`config.mk`:
```
export PLATFORM = sky130hd
export DESIGN_NAME = nor_latch_bank_flat
export DESIGN_NICKNAME = d
export VERILOG_FILES = /design/src/rtl/nor_latch_bank_if.sv /design/src/rtl/nor_latch_bank.sv /design/src/flat_wrapper.sv
export SDC_FILE = /design/constraint.sdc
export NUM_CORES = 1
export LEC_CHECK = 0
export BUFFER_PORTS_ARGS = -buffer_cell sky130_fd_sc_hd__buf_2
export CAP_MARGIN = 20
export CELL_PAD_IN_SITES_DETAIL_PLACEMENT = 2
export CELL_PAD_IN_SITES_GLOBAL_PLACEMENT = 2
export CORE_MARGIN = 1
export CORE_UTILIZATION = 29
export CTS_BUF_LIST = sky130_fd_sc_hd__clkbuf_4
export DETAILED_ROUTE_END_ITERATION = 10
export GPL_TIMING_DRIVEN = 0
export PLACE_DENSITY_LB_ADDON = 0.1
export SLEW_MARGIN = 30
export SYNTH_ARGS = -nofsm -noshare
export SYNTH_HDL_FRONTEND = slang
export SYNTH_SLANG_ARGS = --single-unit
```
`constraint.sdc`:
```
create_clock -name clk_i -period 1.27 [get_ports clk_i]
set_clock_uncertainty 0.15 [all_clocks]
set_input_delay 0.127 -clock clk_i [delete_from_list [all_inputs] [get_ports clk_i]]
set_output_delay 0.127 -clock clk_i [all_outputs]
set_load 0.01 [all_outputs]
```
`src/rtl/nor_latch_bank_if.sv`:
```
// Signal bundle for nor_latch_bank: set/clear drive in, latch state and flags out.
interface nor_latch_bank_if #(
  parameter int unsigned WIDTH = 16
);
  logic             en;
  logic [WIDTH-1:0] set;
  logic [WIDTH-1:0] clr;
  logic [WIDTH-1:0] q;
  logic [WIDTH-1:0] qn;
  logic [WIDTH-1:0] conflict;
  logic [WIDTH-1:0] race;
  logic [WIDTH-1:0] changed;

  // Driver side (control-pulse decoder).
  modport master (
    output en, set, clr,
    input  q, qn, conflict, race, changed
  );

  // Latch bank side.
  modport slave (
    input  en, set, clr,
    output q, qn, conflict, race, changed
  );
endinterface

```
`src/rtl/nor_latch_bank.sv`:
```
// Bank of WIDTH independent cross-coupled NOR set/reset latches with a DELAY-cycle
// output pipeline modelling gate propagation. Stage 0 of the pipeline is the latch core.
module nor_latch_bank #(
  parameter int unsigned      WIDTH = 16,
  parameter int unsigned      DELAY = 1,   // legal range 1..8
  parameter logic [WIDTH-1:0] IV    = '0
) (
  input logic             clk_i,
  input logic             rst_ni,
  nor_latch_bank_if.slave bus
);

  // Pipeline stages; index 0 holds the core latch state, index DELAY-1 drives the outputs.
  logic [WIDTH-1:0] q_q  [DELAY];
  logic [WIDTH-1:0] qn_q [DELAY];
  logic [WIDTH-1:0] cf_q [DELAY];
  logic [WIDTH-1:0] rc_q [DELAY];
  logic [WIDTH-1:0] q_prev_q;

  logic [WIDTH-1:0] sq_d;
  logic [WIDTH-1:0] sqn_d;
  logic [WIDTH-1:0] rc_d;
  logic [WIDTH-1:0] both_low;
  logic [WIDTH-1:0] release_in;

  // Core next-state: NOR-latch truth table, with both-low release resolving to IV.
  always_comb begin
    both_low   = ~q_q[0] & ~qn_q[0];
    release_in = ~bus.set & ~bus.clr;
    sq_d       = q_q[0];
    sqn_d      = qn_q[0];
    rc_d       = '0;
    if (bus.en) begin
      sq_d  = (bus.set & ~bus.clr)
            | (release_in & ((both_low & IV) | (~both_low & q_q[0])));
      sqn_d = (bus.clr & ~bus.set)
            | (release_in & ((both_low & ~IV) | (~both_low & qn_q[0])));
      rc_d  = release_in & both_low;
    end
  end

  // Core registers plus delay pipeline; reset flushes every stage to the power-on value.
  always_ff @(posedge clk_i) begin
    if (!rst_ni) begin
      for (int k = 0; k < DELAY; k++) begin
        q_q[k]  <= IV;
        qn_q[k] <= ~IV;
        cf_q[k] <= '0;
        rc_q[k] <= '0;
      end
    end else begin
      q_q[0]  <= sq_d;
      qn_q[0] <= sqn_d;
      cf_q[0] <= ~sq_d & ~sqn_d;
      rc_q[0] <= rc_d;
      for (int k = 1; k < DELAY; k++) begin
        q_q[k]  <= q_q[k-1];
        qn_q[k] <= qn_q[k-1];
        cf_q[k] <= cf_q[k-1];
        rc_q[k] <= rc_q[k-1];
      end
    end
  end

  // Previous output value for edge detection on q.
  always_ff @(posedge clk_i) begin
    if (!rst_ni) begin
      q_prev_q <= IV;
    end else begin
      q_prev_q <= q_q[DELAY-1];
    end
  end

  assign bus.q        = q_q[DELAY-1];
  assign bus.qn       = qn_q[DELAY-1];
  assign bus.conflict = cf_q[DELAY-1];
  assign bus.race     = rc_q[DELAY-1];
  assign bus.changed  = q_q[DELAY-1] ^ q_prev_q;

endmodule
```
`src/flat_wrapper.sv`:
```
// flat-port wrapper written by rule: the top's interface ports become plain ports
module nor_latch_bank_flat 
#(
  parameter int unsigned      WIDTH = 16,
  parameter int unsigned      DELAY = 1,                      
  parameter logic [WIDTH-1:0] IV    = '0
)
  (clk_i, rst_ni, bus_en, bus_set, bus_clr, bus_q, bus_qn, bus_conflict, bus_race, bus_changed);
  nor_latch_bank_if #(.WIDTH(WIDTH)) bus_i ();
  input logic clk_i;
  input logic rst_ni;
  input wire logic [$bits(bus_i.en)-1:0] bus_en;
  input wire logic [$bits(bus_i.set)-1:0] bus_set;
  input wire logic [$bits(bus_i.clr)-1:0] bus_clr;
  output wire logic [$bits(bus_i.q)-1:0] bus_q;
  output wire logic [$bits(bus_i.qn)-1:0] bus_qn;
  output wire logic [$bits(bus_i.conflict)-1:0] bus_conflict;
  output wire logic [$bits(bus_i.race)-1:0] bus_race;
  output wire logic [$bits(bus_i.changed)-1:0] bus_changed;
  assign bus_i.en = bus_en;
  assign bus_i.set = bus_set;
  assign bus_i.clr = bus_clr;
  assign bus_q = bus_i.q;
  assign bus_qn = bus_i.qn;
  assign bus_conflict = bus_i.conflict;
  assign bus_race = bus_i.race;
  assign bus_changed = bus_i.changed;
  nor_latch_bank #(.WIDTH(WIDTH), .DELAY(DELAY), .IV(IV)) u_core (.clk_i(clk_i), .rst_ni(rst_ni), .bus(bus_i));
endmodule
```
### Word-level counts from Yosys, hierarchy flattened

Memory sizes are Yosys's and may differ from the RTL's.
Cells that the tools add are included.

* bits in registers: 16
* RAM bits: 64
* bits of input ports: 35
* output and inout port bits: 80
* word-level logic and storage cells: 43
* memories: 4

* muxes and demuxes: 13
* bitwise logic cells: 21
* reduce and logical (&&, ||, !) cells: 4

Memory list
* u_core.cf_q: words 1, bits a word 16, read ports 1, clocked after Yosys merged registers in 0, wr ports 1, line nor_latch_bank.sv:16 `logic [WIDTH-1:0] cf_q [DELAY];`
* u_core.q_q: words 1, bits a word 16, read ports 1, clocked after Yosys merged registers in 0, wr ports 1, line nor_latch_bank.sv:14 `logic [WIDTH-1:0] q_q [DELAY];`
* u_core.qn_q: words 1, bits a word 16, read ports 1, clocked after Yosys merged registers in 0, wr ports 1, line nor_latch_bank.sv:15 `logic [WIDTH-1:0] qn_q [DELAY];`
* u_core.rc_q: words 1, bits a word 16, read ports 1, clocked after Yosys merged registers in 0, wr ports 1, line nor_latch_bank.sv:17 `logic [WIDTH-1:0] rc_q [DELAY];`

Operator list (count)
* 16-bit bitwise AND: 10
* 16-bit 2-to-1 mux: 7
* 16-bit inverter: 7
* 16-bit OR reduction: 4
* 16-bit OR: 3
* 16-bit XOR: 1
* 1-bit 2-to-1 mux: 6

### Depth between registers and ports, before layout

* depth in word-level cells: 11
* depth in mapped cells: 4
* depth with buffers taken out: 2

### Worst setup path after synthesis

OpenSTA, ideal clock, no wires.

* path kind: register -> register
* from: memory u_core.q_q[0][14]
* to: memory u_core.rc_q[0][14]
* library setup time: 0.065 ns
* arrival: 0.933 ns
* required time: 1.055 ns
* path slack: 0.123 ns
* stages on the path, launching flop included: 3
* buffers on the path: 0
* period minus slack after synthesis: 1.147 ns
* path through: dfxtp_1 or4_1 nor2_1

* word-level cells in the longest chain between the ends: 6

Ends and longest elaborated chain
* start, declared: line nor_latch_bank.sv:14
* memory 1 x 16 bit
* 16-bit inverter: line nor_latch_bank.sv:28 `both_low = ~q_q[0] & ~qn_q[0];`
* 16-bit bitwise AND: line nor_latch_bank.sv:28
* 16-bit bitwise AND: line nor_latch_bank.sv:38 `rc_d = release_in & both_low;`
* 16-bit 2-to-1 mux: line nor_latch_bank.sv:33 `if (bus.en) begin`
* 16-bit 2-to-1 mux (no source line)
* end, declared: line nor_latch_bank.sv:17

Every way passes these cells.

### Final worst setup path

* from: memory u_core.q_q[0][8]
* to: output bus_changed[8]

* word-level cells in the longest chain between the ends: 2

Ends and longest elaborated chain
* memory 1 x 16 bit
* 16-bit XOR: line nor_latch_bank.sv:78 `assign bus.changed = q_q[DELAY-1] ^ q_prev_q;`
* end, declared: line flat_wrapper.sv:19 `output wire logic [$bits(bus_i.changed)-1:0] bus_changed;`

Every way passes these cells.

==> flow_summary.ini <==
[logic_synthesis]
synth_nets = 342
synthTopCellsByArea = dfxtp_1 (54%), and2_1 (6.7%), a21oi_1 (5.4%), xor2_1 (4.7%), a211oi_1 (4.0%)
synth_common_cells = dfxtp_1 (80), a21oi_1 (32), and2_1 (32), nor2_1 (32)
synth_edf_count = 0
yosysSeqAreaShare_pct = 53.7
synth_async_sr_flop_share_pct = 0
synthCells = 307
synth.distinct_cells = 16
yosysMostFrequentCell = dfxtp_1
synthSimpleGateAreaFrac_pct = 25.0
synthAdderAreaFrac_pct = 0
synth_top_family_by_area = simple AND/OR/NAND/NOR gates
ys.flop_type = dfxtp_1
postSynthAreaPerCell_um2 = 9.72
synth_compound_area_share_pct = 13.4
yosys_warnings = 0
synth_top_cell_by_area = dfxtp_1
synthMuxAreaShare_pct = 0
ys_ff_latch = 80
synth_top_area_share_pct = 53.7
syn-cell-area_um2 = 2980
synth_xor_area_share_pct = 4.70

[placed_design]
place_congestion = 0.731
io_buffers = 114
dpl.hpwl_um = 7090
dpl.cell_count = 554

[timing]
hold_viol_final = 0
setup_viol = 37
rsz0062_at_grt = true
timing.final.crit_share_pct = 118
worst_slack_ps = -229
tightest_slew_ps = 814
slew-limit-headroom_pct = 45.7
holdWs_ps = 76.4
post-route-min-period_ps = 1500
fin_tns_setup_ps = -3020
max_freq_mhz = 667
drv_slew = 0

[final_layout]
final_cells = 647
area_growth_pct = 66.9
nFillCells = 1034
final_layout_size_suffix_gt1_share_pct = 46.1
utilization_pct = 50.5
layout.area.seq_um2 = 1720
n_antenna_cell = 0
final_nets = 544
multiInputGateArea_um2 = 1370

[setup_path]
crit_arrival_ps = 1220
criticalPathCategory = reg -> out
cp_top_family = flip-flops
crit_chain = xor2_1 > buf_2
timing.rr.start = u_core.q_q[0][9]
cp-end-kind = output port
crit_fanout = 2
max_stage_delay_ps = 400
cpMaxStageDelayCell = dfxtp_4
startpoint = u_core.q_q[0][8]
crit_buf_inv = 1
cp-start-kind = flop
worst_ep_required_time_ps = 990

[cts]
cts_buffers = 9
cts.sinks = 80
cts_tree = built
clock_latency_ps = 440
clkTransAtPathRegs_ps = 140
h-tree-depth = 3
clock_path_buffers = 2
clockRootBuffer = clkbuf_4

[status]
status = finished with violations
violations = setup timing

[routing]
ant_nets = 0
wl_um = 13300
via_per_inst = 4.99
first_iter_violations = 35
routedWlPerCell_um = 20.6
route.detailed.drc = 0
vias = 3227
firstDrtPassIters = 4

[pwr]
p_per_area_nw_per_um2 = 1080
power.internal_uw = 3870
p_clk_share_pct = 32.0
leakage_uw = 0.00219
p_sw_uw = 1520
swShare_pct = 28.2
comb_power_share_pct = 18.3
vdd_drop_max_mv = 0.516
p_total_uw = 5390
power_frac_seq_pct = 49.8

[global_route]
antenna_found_initial = 0
grt_pass1_wl_um = 18400
overflow = 0
grt_max_degree = 14
grt_pass1_vias = 3376
track_usage_pct = 23.7

[floorplan]
placementRows = 36
boundaryPins = 115
design.core.area_um2 = 9860
dieWidth_um = 103
initial_utilization_pct = 30.2
dieArea_um2 = 10700
die_h_um = 103

[min_path]
hold_start = bus_en
min_path_type = in -> reg

[run]
maxCapViolations = 0
-- cell families (layout without fill, tap and decap cells) --
logic type / count (synthesis) / count (layout)
simple gates: 129 / 129
flops: 80 / 80
compound gates: 64 / 64
buf+inv: 18 / 225
xor+xnor: 16 / 16
-- metal layers --
layer	part of all wire [%]	routed length, um	GRT usage (%)	up-vias
met4	2.0	263	7.15	0
met2	53	7020	42.5	91
li1	-	-	-	1499
met5	0	0	0	-
met3	3.9	517	5.04	22
met1	42	5540	28.2	1615
-- final timing paths --
check	end	slack, ps	cells after the start
setup / recovery	bus_changed[8]	-230	2
setup reg to reg	u_core.rc_q[0][9]	-70	4
hold / removal	u_core.cf_q[0][14]	80	4
hold reg to reg	u_core.q_prev_q[6]	380	1
-- power groups by stage --
stage,clock network [uW],logic (uW),registers [uW]
after floorplan,0,264,2790
after global placement,0,618,2760
after detailed placement,0,633,2770
after CTS,1760,862,2690
after global routing,1880,1060,2700
final,1720,985,2680
-- worst register-to-register path, delay by kind of cell (launching register included) --
family | cells | cell delay, ps
buf+inv | 2 | 240
flops | 1 | 390
simple gates | 2 | 510
-- cell usage in the layout, fill, tap and decap left out, types with 8 or more instances in the layout --
master         Yosys  layout
buf_2              3      91
buf_6              0      43
dfxtp_1           80      42
dlygate4sd3_1      0      38
and2_1            32      32
dfxtp_4            0      30
a21oi_1           32      29
buf_4              6      28
nor2_1            32      25
nor3b_1           16      16
o31ai_1           16      16
nand3_1           16      16
a211oi_1          16      16
xor2_1            16      14
or3_1             16      14
clkbuf_4           0       9
or4_1             16       8
or4_4              0       8
clkbuf_1           8       8
dfxtp_2            0       8
-- per-stage QoR --
| stage | worst slack (ps) | area (um2) |
|---|---|---|
| 2_1_floorplan | 123 | 2980 |
| 3_3_place_gp | -230 | 3720 |
| 3_5_place_dp | -252 | 3720 |
| 4_1_cts | -160 | 4640 |
| 5_1_grt | -270 | 4980 |
| 6_report | -229 | 4980 |
-- state kept, by name (all words and copies together), names as in the netlist --
signal / flops
u_core.q_prev_q: 16
u_core.q_q: 16
u_core.qn_q: 16
u_core.rc_q: 16
u_core.cf_q: 16
-- final cells by class --
type	count	area share, %
multi-input combinational	209	27.5
clock buffer	9	1.36
timing repair buffer	191	29.5
buffer	17	1.81
clock inverter	7	1.71
inverter	1	0.0754
sequential	80	34.6
tap	133	3.34
-- what timing repair did --
action                                  in CTS  in global routing
endpoints found under the setup margin      48                 69
hold buffers                                36                  2
hold endpoints to repair                    66                  4
pin swaps                                    7                 16
buffers inserted                            29                 11
gates resized for setup                     71                 66
(Power assumes the default switching activity.)
